[config.mk]
export PLATFORM = sky130hd
export DESIGN_NAME = snoop_wb_bus_intf
export DESIGN_NICKNAME = d
export VERILOG_FILES = /design/src/rtl/snoop_wb_bus_intf_pkg.sv /design/src/rtl/snoop_wb_bus_intf_line_serializer.sv /design/src/rtl/snoop_wb_bus_intf.sv
export SDC_FILE = /design/constraint.sdc
export NUM_CORES = 1
export LEC_CHECK = 0
export BUFFER_PORTS_ARGS = -buffer_cell sky130_fd_sc_hd__clkbuf_2
export CORE_AREA = 2 2 154 156
export CTS_BUF_LIST = sky130_fd_sc_hd__clkbuf_8
export DETAILED_ROUTE_END_ITERATION = 10
export DIE_AREA = 0 0 156 158
export GPL_TIMING_DRIVEN = 0
export PLACE_DENSITY_LB_ADDON = 0.2
export SLEW_MARGIN = 40
export SYNTH_ARGS = -nofsm -noshare
export SYNTH_HDL_FRONTEND = slang
export SYNTH_SLANG_ARGS = --single-unit
[constraint.sdc]
create_clock -name clock -period 2 [get_ports clock]
set_input_delay 0 -clock clock [delete_from_list [all_inputs] [get_ports clock]]
set_output_delay 0 -clock clock [all_outputs]
set_load 0.005 [all_outputs]
[src/rtl/snoop_wb_bus_intf_pkg.sv]
// rtl/snoop_wb_bus_intf_pkg.sv - message codes and helpers shared by the snoop write-back bus interface
package snoop_wb_bus_intf_pkg;

    localparam logic [3:0] NO_REQ    = 4'd0;
    localparam logic [3:0] C_WB      = 4'd1;
    localparam logic [3:0] C_FLUSH   = 4'd2;
    localparam logic [3:0] MEM_RESP  = 4'd3;
    localparam logic [3:0] EN_ACCESS = 4'd4;

    // Ceiling log2; used for counter widths.
    function automatic int log2(input int value);
        int r;
        r = 0;
        while ((1 << r) < value) r++;
        return r;
    endfunction

endpackage

[src/rtl/snoop_wb_bus_intf_line_serializer.sv]
// rtl/snoop_wb_bus_intf_line_serializer.sv - line register and beat counter producing per-beat address/data
module line_serializer
    import snoop_wb_bus_intf_pkg::*;
#(
    parameter int CACHE_OFFSET_BITS = 2,
    parameter int BUS_OFFSET_BITS   = 1,
    parameter int DATA_WIDTH        = 32,
    parameter int ADDRESS_WIDTH     = 32
) (
    input  logic                                       clock,
    input  logic                                       reset,
    input  logic                                       load,
    input  logic                                       advance,
    input  logic [ADDRESS_WIDTH-1:0]                   line_address,
    input  logic [(DATA_WIDTH<<CACHE_OFFSET_BITS)-1:0] line_in,
    output logic [ADDRESS_WIDTH-1:0]                   base_address,
    output logic [ADDRESS_WIDTH-1:0]                   beat_address,
    output logic [(DATA_WIDTH<<BUS_OFFSET_BITS)-1:0]   beat_data,
    output logic                                       last_beat
);

    localparam int CACHE_WIDTH = DATA_WIDTH << CACHE_OFFSET_BITS;
    localparam int BUS_WIDTH   = DATA_WIDTH << BUS_OFFSET_BITS;
    localparam int BEATS       = 1 << (CACHE_OFFSET_BITS - BUS_OFFSET_BITS);
    localparam int BEAT_BITS   = (BEATS > 1) ? log2(BEATS) : 1;

    logic [CACHE_WIDTH-1:0]   line_q;
    logic [ADDRESS_WIDTH-1:0] base_q;
    logic [BEAT_BITS-1:0]     beat;
    logic                     unused_offset;

    assign unused_offset = ^line_address[CACHE_OFFSET_BITS-1:0];

    // The beat counter wraps to 0 after the last beat so a resend starts at the line base.
    always_ff @(posedge clock) begin
        if (!reset) begin
            line_q <= '0;
            base_q <= '0;
            beat   <= '0;
        end else if (load) begin
            line_q <= line_in;
            base_q <= {line_address[ADDRESS_WIDTH-1:CACHE_OFFSET_BITS], {CACHE_OFFSET_BITS{1'b0}}};
            beat   <= '0;
        end else if (advance) begin
            beat <= last_beat ? '0 : beat + BEAT_BITS'(1);
        end
    end

    assign last_beat    = (beat == BEAT_BITS'(BEATS - 1));
    assign base_address = base_q;
    assign beat_address = base_q + (ADDRESS_WIDTH'(beat) << BUS_OFFSET_BITS);
    assign beat_data    = line_q[int'(beat)*BUS_WIDTH +: BUS_WIDTH];

endmodule

[src/rtl/snoop_wb_bus_intf.sv]
// rtl/snoop_wb_bus_intf.sv - snooper write-back to shared-bus serializer; optional watchdog via SNOOP_WB_TIMEOUT_EN
module snoop_wb_bus_intf
    import snoop_wb_bus_intf_pkg::*;
#(
    parameter int CACHE_OFFSET_BITS = 2,
    parameter int BUS_OFFSET_BITS   = 1,
    parameter int DATA_WIDTH        = 32,
    parameter int ADDRESS_WIDTH     = 32,
    parameter int MSG_BITS          = 4,
    parameter int TIMEOUT_CYCLES    = 64
) (
    input  logic                                       clock,
    input  logic                                       reset,
    input  logic [MSG_BITS-1:0]                        snoop_msg,
    input  logic [ADDRESS_WIDTH-1:0]                   snoop_address,
    input  logic [(DATA_WIDTH<<CACHE_OFFSET_BITS)-1:0] snoop_data,
    output logic [MSG_BITS-1:0]                        intf_msg,
    output logic [ADDRESS_WIDTH-1:0]                   intf_address,
    output logic                                       bus_req,
    input  logic                                       bus_grant,
    output logic [MSG_BITS-1:0]                        bus_msg_out,
    output logic [ADDRESS_WIDTH-1:0]                   bus_address_out,
    output logic [(DATA_WIDTH<<BUS_OFFSET_BITS)-1:0]   bus_data_out,
    input  logic [MSG_BITS-1:0]                        bus_msg_in
`ifdef SNOOP_WB_TIMEOUT_EN
    ,
    output logic                                       wb_timeout
`endif
);

    localparam logic [2:0] IDLE      = 3'd0;
    localparam logic [2:0] REQ_BUS   = 3'd1;
    localparam logic [2:0] SEND      = 3'd2;
    localparam logic [2:0] WAIT_RESP = 3'd3;
    localparam logic [2:0] ACK       = 3'd4;
    localparam logic [2:0] DRAIN     = 3'd5;
    localparam logic [2:0] EN_ACK    = 3'd6;

    localparam int BUS_WIDTH = DATA_WIDTH << BUS_OFFSET_BITS;

    logic [2:0]               state;
    logic [MSG_BITS-1:0]      msg_q;
    logic                     is_wb;
    logic                     load;
    logic                     advance;
    logic                     last_beat;
    logic [ADDRESS_WIDTH-1:0] base_address;
    logic [ADDRESS_WIDTH-1:0] beat_address;
    logic [BUS_WIDTH-1:0]     beat_data;

`ifdef SNOOP_WB_TIMEOUT_EN
    localparam int CNT_BITS = log2(TIMEOUT_CYCLES) + 1;
    logic [CNT_BITS-1:0] wait_cnt;
`else
    logic unused_cfg;
    assign unused_cfg = (TIMEOUT_CYCLES > 0);
`endif

    assign is_wb   = (snoop_msg == MSG_BITS'(C_WB)) || (snoop_msg == MSG_BITS'(C_FLUSH));
    assign load    = (state == IDLE) && is_wb;
    assign advance = (state == SEND) && bus_grant;

    line_serializer #(
        .CACHE_OFFSET_BITS (CACHE_OFFSET_BITS),
        .BUS_OFFSET_BITS   (BUS_OFFSET_BITS),
        .DATA_WIDTH        (DATA_WIDTH),
        .ADDRESS_WIDTH     (ADDRESS_WIDTH)
    ) u_line_serializer (
        .clock        (clock),
        .reset        (reset),
        .load         (load),
        .advance      (advance),
        .line_address (snoop_address),
        .line_in      (snoop_data),
        .base_address (base_address),
        .beat_address (beat_address),
        .beat_data    (beat_data),
        .last_beat    (last_beat)
    );

    always_ff @(posedge clock) begin
        if (!reset) begin
            state           <= IDLE;
            msg_q           <= MSG_BITS'(NO_REQ);
            bus_req         <= 1'b0;
            bus_msg_out     <= MSG_BITS'(NO_REQ);
            bus_address_out <= '0;
            bus_data_out    <= '0;
            intf_msg        <= MSG_BITS'(NO_REQ);
            intf_address    <= '0;
`ifdef SNOOP_WB_TIMEOUT_EN
            wait_cnt        <= '0;
            wb_timeout      <= 1'b0;
`endif
        end else begin
`ifdef SNOOP_WB_TIMEOUT_EN
            if (state != WAIT_RESP) wait_cnt <= '0;
`endif
            case (state)
                IDLE: begin
                    if (is_wb) begin
                        msg_q   <= snoop_msg;
                        bus_req <= 1'b1;
                        state   <= REQ_BUS;
                    end else if (snoop_msg == MSG_BITS'(EN_ACCESS)) begin
                        intf_msg <= MSG_BITS'(EN_ACCESS);
                        state    <= EN_ACK;
                    end
                end
                REQ_BUS: begin
                    if (bus_grant) state <= SEND;
                end
                SEND: begin
                    // A dropped grant stalls here with the previous beat still on the bus.
                    if (bus_grant) begin
                        bus_msg_out     <= msg_q;
                        bus_address_out <= beat_address;
                        bus_data_out    <= beat_data;
                        if (last_beat) state <= WAIT_RESP;
                    end
                end
                WAIT_RESP: begin
                    if (bus_msg_in == MSG_BITS'(MEM_RESP)) begin
                        bus_req      <= 1'b0;
                        bus_msg_out  <= MSG_BITS'(NO_REQ);
                        intf_msg     <= MSG_BITS'(MEM_RESP);
                        intf_address <= base_address;
                        state        <= ACK;
                    end
`ifdef SNOOP_WB_TIMEOUT_EN
                    else if (wait_cnt == CNT_BITS'(TIMEOUT_CYCLES - 1)) begin
                        wb_timeout <= 1'b1;
                        wait_cnt   <= '0;
                        state      <= SEND;
                    end else begin
                        wait_cnt <= wait_cnt + CNT_BITS'(1);
                    end
`endif
                end
                ACK: begin
                    intf_msg     <= MSG_BITS'(NO_REQ);
                    intf_address <= '0;
                    state        <= DRAIN;
                end
                DRAIN: begin
                    if (!is_wb) state <= IDLE;
                end
                EN_ACK: begin
                    intf_msg <= MSG_BITS'(NO_REQ);
                    if (snoop_msg != MSG_BITS'(EN_ACCESS)) state <= IDLE;
                end
                default: state <= IDLE;
            endcase
        end
    end

endmodule

==> results of run 1 <==
per-stage QoR:
stage                     setup TNS, ps  total power (uW)  instance area [sq um]  hold WS [ps]  util, %
after floorplan                       0              8850                  11100          89.4        -
after global placement           -24640              9990                  13000           225     56.2
after detailed placement         -32000             10100                  13000           229     56.2
after CTS                             0             15400                  15600          12.6     67.5
after global routing               -308             16200                  15700          26.7     68.0
final                                 0             15500                  15700          4.93     68.0
state kept, by name, indices dropped and copies added, names as in the netlist:
name / cells
bus_msg_out: 4
bus_data_out: 64
intf_msg: 2
bus_req: 1
msg_q: 4
u_line_serializer.line_q: 128
u_line_serializer.base_address: 30
intf_address: 30
bus_address_out: 31
u_line_serializer.last_beat: 1
state: 3
metal layers:
metal | global-route usage, % | part of all wire [%] | up-vias
li1 | - | - | 5480
met3 | 5.42 | 6.4 | 109
met2 | 47.4 | 49 | 469
met1 | 33.1 | 41 | 5210
met4 | 14.9 | 3.9 | 0
met5 | 0 | 0 | -
synthesized netlist by cell type, drive strengths merged (2+ instances only):
library cell | count | area (sq um)
and2 | 3 | 18.8
nor3 | 2 | 10.0
dfxtp | 298 | 5970
a21oi | 229 | 1150
mux2i | 64 | 641
or2 | 2 | 12.5
o32ai | 2 | 17.5
nor2 | 66 | 248
buf | 54 | 334
inv | 5 | 18.8
nand2 | 450 | 1690
or4 | 2 | 15.0
nand3 | 8 | 40.0
a211oi | 64 | 480
clkbuf | 58 | 218
xnor2 | 3 | 26.3
o21ai | 5 | 25.0
and3 | 4 | 25.0
power groups by stage:
stage               Sequential [uW]  Combinational [uW]  Clock (uW)
floorplan                      6870                1980           0
global placement               6900                3100           0
detailed placement             6910                3150           0
CTS                            6790                3460        5130
global route                   6850                3950        5400
finish                         6800                3600        5070
worst max-delay path by stage:
| stage | startpoint | to | slack, ps | depth (start not counted) |
|---|---|---|---|---|
| finish | state[1] | u_line_serializer.line_q[109] | 60 | 8 |
| global route | state[2] | intf_address[27] | -50 | 5 |
| CTS | state[1] | u_line_serializer.line_q[56] | 3 | 8 |
| detailed placement | state[1] | u_line_serializer.line_q[71] | -430 | 8 |
| global placement | state[1] | u_line_serializer.line_q[71] | -350 | 8 |
| floorplan | state[1] | u_line_serializer.line_q[38] | 230 | 8 |
repair_timing:
item                                    CTS  global route
gates resized for setup                  22            52
endpoints found under the setup margin  192           248
buffers inserted                          3             2
gates cloned                              0             1
hold endpoints to repair                167             0
pin swaps                                 0             0
hold buffers                            163             0
cells by family (layout without fill, tap and decap cells):
| logic type | count (synthesis) | count (layout) | synth area share (%) |
|---|---|---|---|
| multiplexers | 64 | 64 | 5.79 |
| buffers and inverters | 117 | 664 | 5.15 |
| flip-flops | 298 | 298 | 53.9 |
| other | 1 | 7 | 0.0339 |
| XOR/XNOR | 3 | 3 | 0.237 |
| AO/OA/AOI/OAI | 309 | 309 | 15.8 |
| AND/OR/NAND/NOR | 544 | 544 | 19.1 |
layout make-up:
cell class,instances,area (sq um)
fill,1889,7380
sequential,298,5970
multi-input combinational,924,4570
timing repair buffer,470,3180
clock buffer,58,798
buffer,108,648
tap,290,363
clock inverter,23,123
inverter,5,18.8
antenna,3,7.51
critical path: stages, from the launching register on:
cell,delay (ps)
dfxtp_1,290
buf_2,160
or2_4,250
or4_1,410
buf_6,170
buf_8,160
buf_6,150
nand2_1,90
a21oi_1,90
==> results by group, run 1 <==
Outcome
  • Outcome: complete, no violations

Pwr
  • Internal: 10700 uW
  • PD cells: 987 nW/um^2
  • Psw: 4750 uW
  • Logic gate share of total power: 23.3%
  • Share of total power in the clock network: 32.8%
  • LEAKAGE: 0.00618 uW
  • Maximum VDD drop: 0.559 mV
  • Sequential share of power: 43.9%
  • Sw Ratio: 30.7%

Detailed routing
  • Final WL: 35600 um
  • Drt first pass iters: 6
  • Via Count: 11268
  • 1st-iter DRT viols: 702
  • DRC: 0
  • Final ANT Viol Nets: 0
  • Drt wl/cell: 16.3 um
  • Vias per std cell: 5.17

Logic synthesis
  • Fraction of registers with async set/reset: 0%
  • Avg Inst Size Synth: 8.29 sq um
  • Sequential area share after synthesis: 53.9%
  • Syn Inst Count: 1336
  • EDFF count, synth: 0
  • Ys Warns: 0
  • #FFs+latches synth: 298
  • Netlist Area Pre-Place: 11100 sq um
  • Ys flop type: dfxtp_1
  • Unique masters post-synth: 39

Placed design
  • Placed cells: 1930
  • I/O Buffers: 301
  • Gpl congestion: 0.851
  • Detailed placement HPWL: 23100 um
  • Pre-CTS setup slack: -425 ps

Timing
  • Final slew viol count: 0
  • Minimum clock period: 1940 ps
  • Worst Skew: 16.3 ps
  • Hold Fails Final Rpt: 0
  • RSZ-0062 raised after global routing: yes
  • # setup viols final: 0
  • Worst-margin pin slew: 837 ps
  • Worst slew margin: 44.2%
  • Final worst-path cycle share: 97.0%
  • Fmax: 0.515 GHz
  • Worst Setup Slack, final: 59.3 ps

Clocking
  • Total clock buffers created by CTS: 48
  • Worst-skew pair later-pin latency: 550 ps
  • CTS sink cnt: 298
  • Root buffer cell: clkbuf_8
  • Clk pin slew, worst setup/hold paths: 70 ps
  • CTS tree: yes
  • CTS H-tree depth: 2
  • Longest Clk Path Bufs: 3

Floorplanning
  • Row cnt: 56
  • Die outline area: 24600 sq um
  • Die Y: 158 um
  • I/O pins: 308
  • Core area: 23100 sq um
  • Die Wd: 156 um
  • Initial cell density of the core: 48.0%

Global routing
  • Initial antenna violation count: 1
  • Largest net degree at the start of global routing: 13
  • First-pass GRT wire length: 54000 um
  • GR Overflow Total: 0
  • Vias in the first global route: 10800
  • Gr usage total: 27.8%

Critical path
  • Worst R2R Path Depth: 8
  • Critical Path Start Type: register
  • CP endpoint kind: register
  • Crit Path Max Fanout: 10
  • Worst EP arrival: 2360 ps
  • FF-to-FF Start: state[1]
  • Reg-to-reg endpoint: u_line_serializer.line_q[109]
  • Crit Path Category: reg -> reg
  • Worst reg-to-reg setup slack: 60 ps
  • CP required: 2420 ps

Final layout
  • Commonest non-fill, non-tap cell in the layout: nand2_1
  • Post-Layout Cell Count: 2179
  • Fin nets: 2026
  • Synth-to-Final Area Change: 41.6%
  • Share of layout cells above drive strength 1: 23.6%
  • Most frequent cells in the layout: nand2_1, clkbuf_2, dfxtp_1

Worst hold path
  • Min-Delay Path Class: in -> reg
  • Min-Delay Startpoint: bus_msg_in[3]
  • Worst Hold End: state[1]
  • Hold Crit Depth: 5

Flow run
  • Max_cap viols: 0
(Power assumes the default switching activity.)
==> run 2: changes to the inputs <==
==> constraint.sdc (replaced) <==
create_clock -name clock -period 2 [get_ports clock]
set_input_delay 0.3 -clock clock [delete_from_list [all_inputs] [get_ports clock]]
set_output_delay 0.3 -clock clock [all_outputs]
set_load 0.005 [all_outputs]
==> run 2 against run 1 <==
  * Clock power about the same
  * Cell count down 0.32%
  * Sequential power about the same
  * Via count down 1.0%
  * Combinational power about the same
  * First-iteration DRC count down 1.0%
  * Critical endpoint unchanged
==> results by group, run 2 (synthesized netlist as in run 1, its figures left out) <==
Outcome
  • Outcome: complete, no violations

Pwr
  • Maximum VDD drop: 0.555 mV
  • LEAKAGE: 0.00616 uW
  • PD cells: 990 nW/um^2
  • Power after layout: 15400 uW

Critical path
  • Critical Path Start Type: input port
  • CP endpoint kind: register
  • Crit Path Category: in -> reg
  • CP peak stage delay: 740 ps
  • Most common cell on crit path: buf_6
  • Worst R2R Path Depth: 8
  • CP required: 2420 ps
  • Worst EP arrival: 2410 ps
  • Crit Path Max Fanout: 10
  • CP Cell Sequence: dlygate4sd3_1 > xnor2_2 > or4_1 > buf_6 > buf_8 > buf_6 > nand2_1 > a21oi_1
  • Slowest-stage cell, CP: dlygate4sd3_1

Timing
  • Final slew viol count: 0
  • TNS Setup: 0 ps
  • Final worst-path cycle share: 99.4%
  • Fmax: 0.503 GHz
  • Minimum clock period: 1990 ps
  • Worst-margin pin slew: 830 ps
  • Worst slew margin: 44.7%
  • Worst Skew: 11.9 ps
  • Hold Fails Final Rpt: 0
  • # setup viols final: 0

Floorplanning
  • Initial cell density of the core: 48.0%
  • Die outline area: 24600 sq um
  • Die Wd: 156 um
  • Row cnt: 56
  • Die Y: 158 um
  • Core area: 23100 sq um
  • I/O pins: 308

Placed design
  • Placed cells: 1930
  • Gpl congestion: 0.851
  • Detailed placement HPWL: 23100 um
  • Area after DPL: 13000 sq um
  • I/O Buffers: 301

Clocking
  • CTS H-tree depth: 2
  • Longest Clk Path Bufs: 3
  • CTS sink cnt: 298
  • Root buffer cell: clkbuf_8
  • CTS tree: yes
  • Worst-skew pair later-pin latency: 550 ps
  • Total clock buffers created by CTS: 48
  • Clk pin slew, worst setup/hold paths: 70 ps

Detailed routing
  • DRC: 0
  • Drt first pass iters: 7
  • Final ANT Viol Nets: 0
  • Final WL: 35300 um
  • Via Count: 11151
  • 1st-iter DRT viols: 695
  • Vias per std cell: 5.13
  • Drt wl/cell: 16.2 um

Worst hold path
  • Hold Crit Depth: 3
  • Min-Delay Path Class: in -> reg

Final layout
  • Share of layout cells above drive strength 1: 23.7%
  • Most frequent cells in the layout: nand2_1, clkbuf_2, dfxtp_1
  • Post-Layout Cell Count: 2172
  • Top flop regs: u_line_serializer.line_q x128, bus_data_out x64, bus_address_out x31
  • Commonest non-fill, non-tap cell in the layout: nand2_1
  • Synth-to-Final Area Change: 40.9%
  • Biggest register: u_line_serializer.line_q
  • Final instance area: 15600 sq um
  • Max FFs per register: 128
  • Fin nets: 2019

Global routing
  • Gr usage total: 27.7%
  • Vias in the first global route: 10722
  • Initial antenna violation count: 1
  • Largest net degree at the start of global routing: 13
  • GR Overflow Total: 0
  • First-pass GRT wire length: 53800 um

Flow run
  • Max_cap viols: 0
run 2: cell types whose count changed in the layout (fill, tap and decap cells not counted):
cell | previous run | this run
buf_4 | 19 | 18
xnor2_1 | 3 | 2
and3_2 | 1 | 0
clkbuf_4 | 12 | 8
and3_1 | 3 | 4
buf_2 | 15 | 20
xnor2_2 | 0 | 1
dlygate4sd3_1 | 163 | 157
clkbuf_2 | 315 | 314
run 2: worst paths after layout:
| kind | start | endpoint | slack [ps] |
|---|---|---|---|
| max reg2reg | state[1] | u_line_serializer.line_q[109] | 60 |
| min reg2reg | msg_q[3] | bus_msg_out[3] | 440 |
| min | snoop_data[71] | u_line_serializer.line_q[71] | 20 |
| max | snoop_msg[1] | u_line_serializer.line_q[109] | 10 |
run 2: critical path: cells and delay by family:
kind	cells	cell delay, ps
AOI/OAI and AO/OA	1	90
xor gates and xnor gates	1	170
buffers and inverters	4	1220
and+or+nand+nor	2	590
run 2: repair_timing:
item,4_1_cts,5_1_grt
hold endpoints to repair,157,0
resized for setup,22,46
buffers inserted,3,2
pin swaps,0,0
hold buffers,157,0
endpoints found under the setup margin,192,248
gates cloned,0,0
run 2: final cells by class:
class	instances	area [sq um]
multi-input cells	924	4580
plain buffers	109	643
repair buffers	462	3110
clock buffers	58	798
inverters	5	18.8
diodes	3	7.51
well taps	290	363
flip-flops and latches	298	5970
fillers	1902	7450
clock inverters	23	123
run 2: power breakdown:
part	internal, uW	leakage, uW	switching [uW]
registers	6490	0.00241	307
clock network	2730	0.000535	2350
logic	1490	0.00321	2080
run 2: routing by layer:
layer  wire length (um)  vias up  track usage (%)
met5                  0        -                0
met4               1340        0             14.4
met3               2400      103             5.53
met2              17200      475             47.3
met1              14400     5112             33.0
li1                   -     5461                -
run 2: per-stage QoR:
step / utilization [%] / worst slack, ps / hold WS, ps
6_report: 67.7 / 12.3 / 23.4
3_5_place_dp: 56.2 / -483 / 442
3_3_place_gp: 56.2 / -406 / 437
5_1_grt: 67.7 / -53.1 / 4.07
4_1_cts: 67.2 / 3.15 / 7.96
2_1_floorplan: - / 235 / 389
==> run 3: changes to the inputs <==
Settings changed: CORE_AREA 2 2 154 156 to 2 2 163 165, DIE_AREA 0 0 156 158 to 0 0 165 167, SYNTH_HIERARCHICAL from default to 1.
==> run 3 against run 2 <==
  * Worst hold slack better by 6.6 ps
  * Clock skew is 15 ps higher
  * Via count is 11% lower
  * Routed wire length is 4.7% lower
  * Utilization is 3.0 points lower
  * Critical path depth is 2 higher
  * Cell count is 5.2% lower
  * First-iteration DRC count is 41% lower
  * Largest power group unchanged
==> results by group, run 3 <==
Timing
  • Worst Setup Slack, final: 96.9 ps
  • Worst-margin pin slew: 635 ps
  • RSZ-0062 raised after global routing: no
  • WHS: 30.0 ps
  • Minimum clock period: 1900 ps
  • Worst slew margin: 57.6%
  • Final worst-path cycle share: 95.2%
  • Fmax: 0.525 GHz
  • Final slew viol count: 0
  • Hold Fails Final Rpt: 0
  • Worst Skew: 27.2 ps
  • # setup viols final: 0

Pwr
  • PD cells: 952 nW/um^2
  • Sequential share of power: 43.3%
  • Maximum VDD drop: 0.658 mV
  • Logic gate share of total power: 23.0%
  • Psw: 4560 uW
  • Internal: 11300 uW
  • Share of total power in the clock network: 33.7%
  • LEAKAGE: 0.00680 uW
  • Sw Ratio: 28.7%

Placed design
  • I/O Buffers: 304
  • Detailed placement HPWL: 23100 um
  • Pre-CTS setup slack: -202 ps
  • Placed cells: 1846
  • Area after DPL: 14400 sq um
  • Gpl congestion: 0.837

Critical path
  • Worst reg-to-reg setup slack: 120 ps
  • FF-to-FF Start: state[1]
  • Crit Path Category: in -> reg
  • CP required: 2430 ps
  • Worst R2R Path Depth: 9
  • Worst EP arrival: 2340 ps
  • Crit Path Max Fanout: 10
  • Critical Path Start Type: input port
  • Reg-to-reg endpoint: u_line_serializer/line_q[29]
  • CP endpoint kind: register

Clocking
  • Longest Clk Path Bufs: 3
  • CTS H-tree depth: 2
  • CTS tree: yes
  • Root buffer cell: clkbuf_8
  • Clk pin slew, worst setup/hold paths: 60 ps
  • CTS sink cnt: 301
  • Total clock buffers created by CTS: 50
  • Worst-skew pair later-pin latency: 560 ps

Worst hold path
  • Hold Crit Depth: 3
  • Min-Delay Path Class: in -> reg
  • Min-Delay Startpoint: snoop_data[63]
  • Worst Hold End: u_line_serializer/line_q[63]

Floorplanning
  • Die Wd: 165 um
  • Die Y: 167 um
  • Initial cell density of the core: 48.2%
  • Die outline area: 27600 sq um
  • I/O pins: 308
  • Row cnt: 59
  • Core area: 25800 sq um

Final layout
  • Post-Layout Cell Count: 2059
  • Top flop regs: u_line_serializer/line_q x128, bus_data_out x64
  • Final instance area: 16700 sq um
  • Util after Layout: 64.7%
  • Most frequent cells in the layout: clkbuf_2, dfxtp_1, nand2_1
  • Share of layout cells above drive strength 1: 31.5%
  • Fin nets: 1858
  • Commonest non-fill, non-tap cell in the layout: clkbuf_2
  • Biggest register: u_line_serializer/line_q
  • Max FFs per register: 128
  • Synth-to-Final Area Change: 34.3%
  • Filler cells: 2167

Logic synthesis
  • Share of the synthesized area in the top cell type: 48.6%
  • Synth top area cells: dfxtp_1, mux2i_1, nor2b_1
  • Commonest cells post-synth: dfxtp_1, nand2_1, mux2i_1, nor2b_1, a21boi_1
  • Syn Inst Count: 1205
  • Top-count cell post-synth: dfxtp_1
  • Unique masters post-synth: 36
  • Avg Inst Size Synth: 10.3 sq um
  • Netlist Area Pre-Place: 12400 sq um
  • Fraction of registers with async set/reset: 0%
  • Post-synth top area cell: dfxtp_1
  • Sequential area share after synthesis: 48.6%
  • Post-synthesis adder-cell area fraction: 0%
  • Ys flop type: dfxtp_1
  • Compound-Gate Fraction of Synth Area: 10.1%
  • Xor and xnor fraction of the mapped netlist area: 0.141%
  • #FFs+latches synth: 301
  • EDFF count, synth: 0
  • Mux contribution to synthesized area: 18.7%
  • Ys Warns: 6
  • Largest family of logic cells by synthesized area: multiplexers
  • Simple-gate share of the synthesized area: 15.7%

Detailed routing
  • Final ANT Viol Nets: 0
  • 1st-iter DRT viols: 407
  • Final WL: 33600 um
  • Vias per std cell: 4.84
  • Drt first pass iters: 5
  • Via Count: 9969
  • DRC: 0
  • Drt wl/cell: 16.3 um

Global routing
  • GR Overflow Total: 0
  • First-pass GRT wire length: 52300 um
  • Gr usage total: 24.0%
  • Initial antenna violation count: 1
  • Largest net degree at the start of global routing: 14
  • Vias in the first global route: 10121

Flow run
  • Max_cap viols: 0

Outcome
  • Outcome: complete, no violations
==> run 3: power by group through the flow <==
stage          clock (uW)  combinational [uW]  sequential [uW]
2_1_floorplan           0                2340             6930
3_3_place_gp            0                3380             6960
3_5_place_dp            0                3400             6970
4_1_cts              5490                3630             6850
5_1_grt              5750                3980             6920
6_report             5340                3650             6860
==> run 3: cell type report <==
type                       count  area (sq um)  share of cell area, %
antenna                        1          2.50                 0.0150
timing repair buffer         429          2790                   16.7
tap                          335           419                   2.52
clock inverter                22           100                  0.601
buffer                       126           845                   5.07
sequential                   301          6030                   36.2
inverter                       2          7.51                 0.0450
multi-input combinational    777          5570                   33.4
clock buffer                  66           908                   5.45
==> run 3: kinds of logic (layout without fill, tap and decap cells) <==
kind of cell,after synthesis,count (layout)
simple gates,397,397
flops,301,301
mux,224,224
compound gates,150,150
buf+inv,129,645
other cells,2,5
xor+xnor,2,2
==> run 3: worst max-delay path by stage <==
stage	endpoint	from	depth (start not counted)
detailed placement	u_line_serializer/line_q[14]	snoop_msg[3]	10
global placement	u_line_serializer/line_q[60]	snoop_msg[3]	10
CTS	u_line_serializer/line_q[14]	state[1]	9
floorplan	u_line_serializer/line_q[100]	snoop_msg[3]	9
finish	u_line_serializer/line_q[29]	snoop_msg[1]	10
global route	u_line_serializer/line_q[51]	state[1]	9
==> run 3: metal layers <==
metal | track usage (%) | vias to the layer above | wire (um)
li1 | - | 4981 | -
met1 | 29.6 | 4665 | 14600
met2 | 40.6 | 265 | 16100
met3 | 5.75 | 58 | 2150
met4 | 8.17 | 0 | 756
met5 | 0 | - | 0
==> run 3: stage by stage <==
stage	setup TNS [ps]	total power, uW
final	0	15900
after global placement	-17470	10300
after global routing	0	16700
after CTS	0	16000
after floorplan	0	9270
after detailed placement	-21450	10400
==> run 3: timing repair <==
action                                 4_1_cts  5_1_grt
hold buffers                               124        0
cloned                                       0        1
endpoints found under the hold margin      125        0
gates resized for setup                      2        7
setup endpoints to repair                  209      114
setup buffers                                1        0
pin swaps                                    1        1
==> run 3: critical path, stage by stage <==
cell and delay (ps):
dlygate4sd3_1 650, xnor2_2 190, nor3_2 180, nand2_1 110
inv_2 100, buf_8 160, clkbuf_16 180, buf_8 160
mux2i_1 210, nor2b_1 70
